<file path="config.mk">
export PLATFORM = sky130hd
export DESIGN_NAME = req_encoder
export DESIGN_NICKNAME = d
export VERILOG_FILES = /design/src/rtl/req_encoder_pkg.sv /design/src/rtl/req_encoder_prio_enc_lsb.sv /design/src/rtl/req_encoder.sv
export SDC_FILE = /design/constraint.sdc
export NUM_CORES = 1
export LEC_CHECK = 0
export ABC_AREA = 1
export CORE_MARGIN = 2
export CORE_UTILIZATION = 43
export CTS_CLUSTER_DIAMETER = 80
export DETAILED_ROUTE_END_ITERATION = 16
export GPL_TIMING_DRIVEN = 0
export PLACE_DENSITY = 0.87
export SYNTH_ARGS = -nofsm -noshare
export SYNTH_HDL_FRONTEND = slang
export SYNTH_SLANG_ARGS = --single-unit
</file>
<file path="constraint.sdc">
create_clock -name clk -period 1.8 [get_ports clk]
set_input_delay 0.45 -clock clk [delete_from_list [all_inputs] [get_ports clk]]
set_output_delay 0.45 -clock clk [all_outputs]
set_load 0.02 [all_outputs]
</file>
<file path="src/rtl/req_encoder_pkg.sv">
// Shared types and defaults for the sequential request encoder.
// Kept small so sibling blocks can import it without dragging in logic.
package req_encoder_pkg;

    localparam int N_DEF = 8;
    localparam int W_DEF = 3;

    typedef enum logic {
        IDLE = 1'b0,
        HOLD = 1'b1
    } state_t;

    function automatic logic [N_DEF-1:0] onehot(input logic [W_DEF-1:0] idx);
        logic [N_DEF-1:0] v;
        v = '0;
        v[idx] = 1'b1;
        return v;
    endfunction

endpackage

</file>
<file path="src/rtl/req_encoder_prio_enc_lsb.sv">
// Combinational lowest-set-bit priority encoder.
// idx is 0 when vec is empty; callers qualify it with any.
module prio_enc_lsb #(
    parameter int N = 8,
    parameter int W = 3
) (
    input  logic [N-1:0] vec,
    output logic [W-1:0] idx,
    output logic         any
);

    always_comb begin
        idx = '0;
        any = |vec;
        // Scan downwards so the lowest set bit is the last one written.
        for (int i = N - 1; i >= 0; i--) begin
            if (vec[i]) idx = W'(i);
        end
    end

endmodule

</file>
<file path="src/rtl/req_encoder.sv">
// Sequential N-to-W request encoder: sticky pending vector drained lowest
// index first over a registered valid/ready interface.
//
//   state | meaning
//   IDLE  | nothing presented; out_valid = 0
//   HOLD  | out_idx presented; out_valid = 1 until accepted and queue empty
module req_encoder
    import req_encoder_pkg::*;
#(
    parameter int N = N_DEF,
    parameter int W = W_DEF
) (
    input  logic         clk,
    input  logic         rst_n,
    input  logic         enable,
    input  logic [N-1:0] req,
    output logic [W-1:0] out_idx,
    output logic         out_valid,
    input  logic         out_ready,
    output logic [N-1:0] pending,
    output logic         overflow
);

    if (W != $clog2(N)) begin : g_bad_width
        $error("req_encoder: W must equal clog2(N)");
    end

    state_t         state, state_nxt;
    logic [N-1:0]   served;
    logic [N-1:0]   acc;
    logic [N-1:0]   remain;
    logic [N-1:0]   pending_nxt;
    logic [W-1:0]   idx_nxt;
    logic           valid_nxt;
    logic           overflow_nxt;
    logic [W-1:0]   sel_idx;
    logic           sel_any;

    // In IDLE nothing is served, so remain equals pending and one encoder
    // covers both the initial load and the back-to-back reload.
    prio_enc_lsb #(
        .N (N),
        .W (W)
    ) u_prio (
        .vec (remain),
        .idx (sel_idx),
        .any (sel_any)
    );

    always_ff @(posedge clk) begin
        if (!rst_n) begin
            state     <= IDLE;
            pending   <= '0;
            out_idx   <= '0;
            out_valid <= 1'b0;
            overflow  <= 1'b0;
        end else begin
            state     <= state_nxt;
            pending   <= pending_nxt;
            out_idx   <= idx_nxt;
            out_valid <= valid_nxt;
            overflow  <= overflow_nxt;
        end
    end

    always_comb begin
        served = '0;
        for (int i = 0; i < N; i++) begin
            served[i] = out_valid && out_ready && (out_idx == W'(i));
        end
        acc          = enable ? req : '0;
        remain       = pending & ~served;
        pending_nxt  = remain | acc;
        overflow_nxt = |(acc & remain);
    end

    always_comb begin
        state_nxt = state;
        idx_nxt   = out_idx;
        valid_nxt = out_valid;
        case (state)
            IDLE: begin
                if (sel_any) begin
                    idx_nxt   = sel_idx;
                    valid_nxt = 1'b1;
                    state_nxt = HOLD;
                end
            end
            HOLD: begin
                if (out_ready) begin
                    if (sel_any) begin
                        idx_nxt = sel_idx;
                    end else begin
                        valid_nxt = 1'b0;
                        state_nxt = IDLE;
                    end
                end
            end
            default: begin
                state_nxt = IDLE;
                valid_nxt = 1'b0;
            end
        endcase
    end

endmodule

</file>
Yosys cells after proc, flatten, opt, wreduce, memory -nomap -nowiden --
Cells that the tools add are included.
Word-level totals: memory bits (writable) 0, latch bits 0, memory bits (read-only) 0, memories 0, word-level logic and storage cells 52, input bits 12, bits in registers 14
Cells by class: reductions and logical operators 13, shift operators 0, muxes and demuxes 19, order comparisons 0, divide/modulo/power cells 0, multipliers 0, add/sub/neg operators 0, eq/ne operators 10, bitwise logic cells 5
Operators with widths (count):
- two-way mux 3 bit | 10
- bitwise AND 8 bit | 2
- OR reduction 8 bit | 2
- equality test 3 bit (second input constant) | 4
- logical AND 1 bit | 9
- two-way mux 8 bit | 1
- inverter 8 bit | 1
- bitwise OR 8 bit | 1
- equality test 3 x 2 -> 1 bit (second input constant) | 2
- != test 2 bit (second input constant) | 3
- one-hot mux 3 bit (2 select lines) | 1
- two-way mux 1 bit | 5
- one-hot mux 1 bit (2 select lines) | 2
- equality test 3 x 1 -> 1 bit (second input constant) | 1
- zero test 3 bit | 1
- AND reduction 3 bit | 1
- inverter 1 bit | 1

Longest topological paths before layout --
depth in word-level cells 15, depth in mapped cells 11

Hierarchy --
Synthesis repeated with hierarchy kept, for this count alone.
Unflattened totals: cells, all modules 122, area, all modules 754.5 µm²
Modules (own cells, without submodules):
- req_encoder | instances 1, area each 655.6 µm², sequential area each 280.3 µm², cells an instance 100
- prio_enc_lsb | instances 1, area each 98.8 µm², sequential area each 0.0 µm², cells an instance 22

Least setup slack after synthesis --
No wires, ideal clock.
path kind flip-flop to flip-flop, from register out_valid, to register out_idx[1], stages on the path, launching flop included 10, period minus slack after synthesis 1.530 ns, library setup time 0.118 ns, path slack 0.270 ns, required time 1.682 ns, arrival time 1.412 ns, cells stage by stage dfxtp_1 nand3_2 o21ai_2 nand2_2 nor2_4 nand2_4 nand2_4 inv_2 nand2_1 a21oi_2
On the way: longest elaborated chain between the ends 15, elaborated cells on any way between the ends 23, those cells by class 11 x mux; 2 x bitwise; 10 x reduce/logical
Ends and longest elaborated chain:
- start, declared | RTL line req_encoder.sv:18 | output logic out_valid,
- start signal, assigned | RTL line req_encoder.sv:61 | out_valid <= valid_nxt;
- logical AND 1 bit (*) | RTL line req_encoder.sv:69 | served[i] = out_valid && out_ready && (out_idx == W'(i));
- logical AND 1 bit | RTL line req_encoder.sv:69
- inverter 8 bit (*) | RTL line req_encoder.sv:72 | remain = pending & ~served;
- bitwise AND 8 bit (*) | RTL line req_encoder.sv:72
- two-way mux 3 bit (8 in series) | RTL line req_encoder_prio_enc_lsb.sv:17 | if (vec[i]) idx = W'(i);
- two-way mux 3 bit (*) | RTL line req_encoder.sv:83, req_encoder.sv:91
- two-way mux 3 bit | RTL line req_encoder.sv:90 | if (out_ready) begin
- one-hot mux 3 bit (2 select lines) (*) | RTL line req_encoder.sv:81 | case (state)
- end signal, assigned | RTL line req_encoder.sv:60 | out_idx <= idx_nxt;
- end, declared | RTL line req_encoder.sv:17 | output logic [W-1:0] out_idx,
Mark *: on every way between the ends. The rest lies on a longest branch, timed or not. The select of a mux whose other input is x is not followed. A chain may end at the register's enable or synchronous reset.

Final worst setup path --
from register pending[3], to output port pending[3]
RTL lines:
- start, declared | RTL line req_encoder.sv:20 | output logic [N-1:0] pending,
- start signal, assigned | RTL line req_encoder.sv:59 | pending <= pending_nxt;
No word-level cell between the ends.

==> results by group <==
Run status
  • Status: complete, no violations

Clock network
  • Setup Buffers After CTS: 0
  • Reg clk slew, reported paths: 0.09 ns
  • CTS Buffer Depth: 2
  • Worst-Skew Late Latency: approximately 0.28 ns
  • CTS Buf Count: 3
  • Clk sink count: 14
  • CTS tree: yes
  • CTS root buf: clkbuf_4
  • H-tree lvl count: 1

Routing
  • Initial DRC Count: 29
  • Detailed-route wire length per cell: ~15 um
  • 1st-pass router iterations: 4
  • Remaining DRCs: 0
  • DR vias/cell: ~5.6
  • Via count: between 700 and 800
  • Routed Antenna Nets: 0
  • Final wirelength: roughly 2100 um

Final layout
  • Non-Filler Instances: around 140
  • ANT cells: 0
  • Layout Utilization: 69.5%
  • Layout cell share with drive strength beyond 1: about 20%
  • Area grow syn2layout: 48.1%
  • Fillcell total: 120
  • Nets@finish: 136

Critical path
  • Critical path type: flop to primary output
  • CP Cell Sequence: clkdlybuf4s50_1
  • Arrival @ worst endpoint: around 1.3 ns
  • Stages on the worst setup path: 1
  • Bufs and invs on worst path: 1
  • R2R setup slack: around 0.15 ns
  • Worst path slowest cell: clkdlybuf4s50_1
  • Crit. End Element: primary output
  • Reg2Reg Capture Point: out_idx[1]$_SDFFE_PN0P_
  • Critical Path Start: pending[3]$_SDFF_PN0_
  • End of the critical path: pending[3]
  • Worst R2R Path Depth: 9
  • Crit start category: flop
  • Required @ worst endpoint: approximately 1.4 ns
  • CP delay by family, top: buffers and inverters
  • FF-to-FF Start: out_idx[1]$_SDFFE_PN0P_
  • Largest fanout on the critical path: 2
  • Slowest stage delay, CP: roughly 0.64 ns

Timing
  • Final period utilization: a little under 100%
  • Slew headroom: roughly 77%
  • Final Hold Fails: 0
  • Worst slew pin tran: around 0.34 ns
  • Max Fclk: ~0.56 GHz
  • RSZ-0062 raised after global routing: false
  • Final count of negative-setup-slack endpoints: 0
  • Worst setup margin: roughly 0.027 ns
  • Hold_ws: 0.532 ns
  • Final min period: ~1.8 ns
  • Fin. max-slew vios: 0
  • Clk_skew: between 0.002 and 0.0025 ns

Logic synthesis
  • Mapped Cells: between 90 and 100
  • Synthesized cell area: 723 sq um
  • Post-synth top cells: nand2_1 (26), dfxtp_1 (14), a21oi_1 (11)
  • Top cells by area, synth: dfxtp_1 (39%), nand2_1 (13%), o21ai_2 (9.7%)
  • Post-synthesis mux area share: 0%
  • Post-synth top area cell: dfxtp_1
  • Count of cell types in the netlist: 18
  • Xor/xnor share of the synthesized area: 0%
  • Most common cell in the netlist: nand2_1
  • Seq/Total Area, Yosys: slightly below 40%
  • Seq cells post-synth: 14
  • Number of flops mapped to enable cells by yosys: 0
  • Compound-Gate Fraction of Synth Area: between 20% and 30%
  • Simple-gate share of the synthesized area: 28.7%
  • Mean post-synth cell area: about 7.5 sq um
  • Adder-cell share of the synthesized area: 0%
  • Most used DFF post-synth: dfxtp_1
  • Synth Warn #: 0
  • Post-synth top area share: 38.8%
  • Post-synth ARST share: 0%
  • Mapped Nets: around 110
  • Largest family of logic cells by synthesized area: simple AND/OR/NAND/NOR gates

Placement
  • Buffers on Ports: 23
  • DPL Wire Length: 1370 um
  • Final GP Congestion: between 0.8 and 0.9
  • Placed insts: 135
  • Place WS: -0.302 ns

Die
  • Chip width: 45.0 um
  • Row count: 14
  • Die Ht: between 40 and 50 um
  • # IOs: 25
  • Core area: 1540 sq um
  • Starting Density: a little under half
  • Die area: about 2000 sq um

Global route
  • Largest net degree at the start of global routing: 11
  • Number of global-route vias before repair: between 700 and 800
  • Global Route Usage Sum: 22.1%
  • Initial antenna violation count: 0
  • Gr ovfl total: 0
  • First-pass GRT wire length: between 3000 and 4000 um

Min path
  • Path category of the worst min-delay check: flop to flop

Pwr
  • Peak VDD IR: between 0.0004 and 0.0005 V
  • Lkg Pwr: 0.473 nW
  • Cell Pwr Density: just over 800 nW/um^2

Job
  • Max Cap Violations: 0
## per-layer routing
layer  track usage, %  wire length, um
met3             3.60              113
met4             13.5               60
met1             24.0              817
met2             39.7             1090
met5                0                0
## state kept, by name, indices dropped and copies added, names as in the netlist
name / cells
pending: 8
out_idx: 3
out_valid: 1
overflow: 1
state: 1
## tightest hold or removal path, delay by kind of cell (launching register included)
family         cells  cell delay [ns]
AO/OA/AOI/OAI      2             0.15
flip-flops         1             0.34
## through the flow
step	total power, mW	setup TNS (ns)	instance area, sq um
6_report	0.891	0	1070
4_1_cts	0.886	0	1070
5_1_grt	0.930	0	1070
3_3_place_gp	0.632	-1.13	973
3_5_place_dp	0.641	-1.32	973
2_1_floorplan	0.537	0	723
## report_power, final
part / internal (mW) / leakage (nW) / switching [mW]
Clock: 0.123 / 0.0210 / 0.109
Combinational: 0.116 / 0.336 / 0.171
Sequential: 0.339 / 0.116 / 0.0326
Total: 0.578 / 0.473 / 0.313
## how the worst min path moves through the flow
stage                                      from                      to  slack [ns]  cells after the start
after floorplan                state$_SDFF_PN0_  out_valid$_SDFFE_PN0P_        0.49                      3
after global placement    pending[1]$_SDFF_PN0_   pending[1]$_SDFF_PN0_        0.50                      2
after detailed placement  pending[0]$_SDFF_PN0_   pending[0]$_SDFF_PN0_        0.51                      2
after CTS                 pending[0]$_SDFF_PN0_   pending[0]$_SDFF_PN0_        0.52                      2
after global routing      pending[0]$_SDFF_PN0_   pending[0]$_SDFF_PN0_        0.54                      2
final                     pending[4]$_SDFF_PN0_   pending[4]$_SDFF_PN0_        0.53                      2
## cell usage in the layout (no fill, tap or decap), types with 3 or more instances in the layout
master	n
clkdlybuf4s50_1	18
inv_1	8
dfxtp_1	14
a21oi_1	11
nand2_1	26
dlygate4sd2_1	3
o21ai_4	6
o22ai_1	4
nor2_1	7
clkbuf_4	3
nand2_2	3
## final cells by class
cell class / instances / area [sq um] / share of cell area (%)
sequential: 14 / 280 / 26.2
multi-input combinational: 71 / 460 / 43.0
clock buffer: 4 / 36.3 / 3.39
timing repair buffer: 23 / 231 / 21.6
tap: 16 / 20.0 / 1.87
buffer: 2 / 8.76 / 0.818
inverter: 9 / 33.8 / 3.15
## kinds of logic after synthesis
group,after synthesis
flip-flops,14
AO/OA/AOI/OAI,29
AND/OR/NAND/NOR,42
buffers and inverters,11
## repair_timing
item,4_1_cts,5_1_grt
endpoints found under the hold margin,0,0
hold buffers,0,0
gates resized for setup,11,2
setup endpoints to repair,4,2
Note: power is estimated with default switching activity, not from simulation.
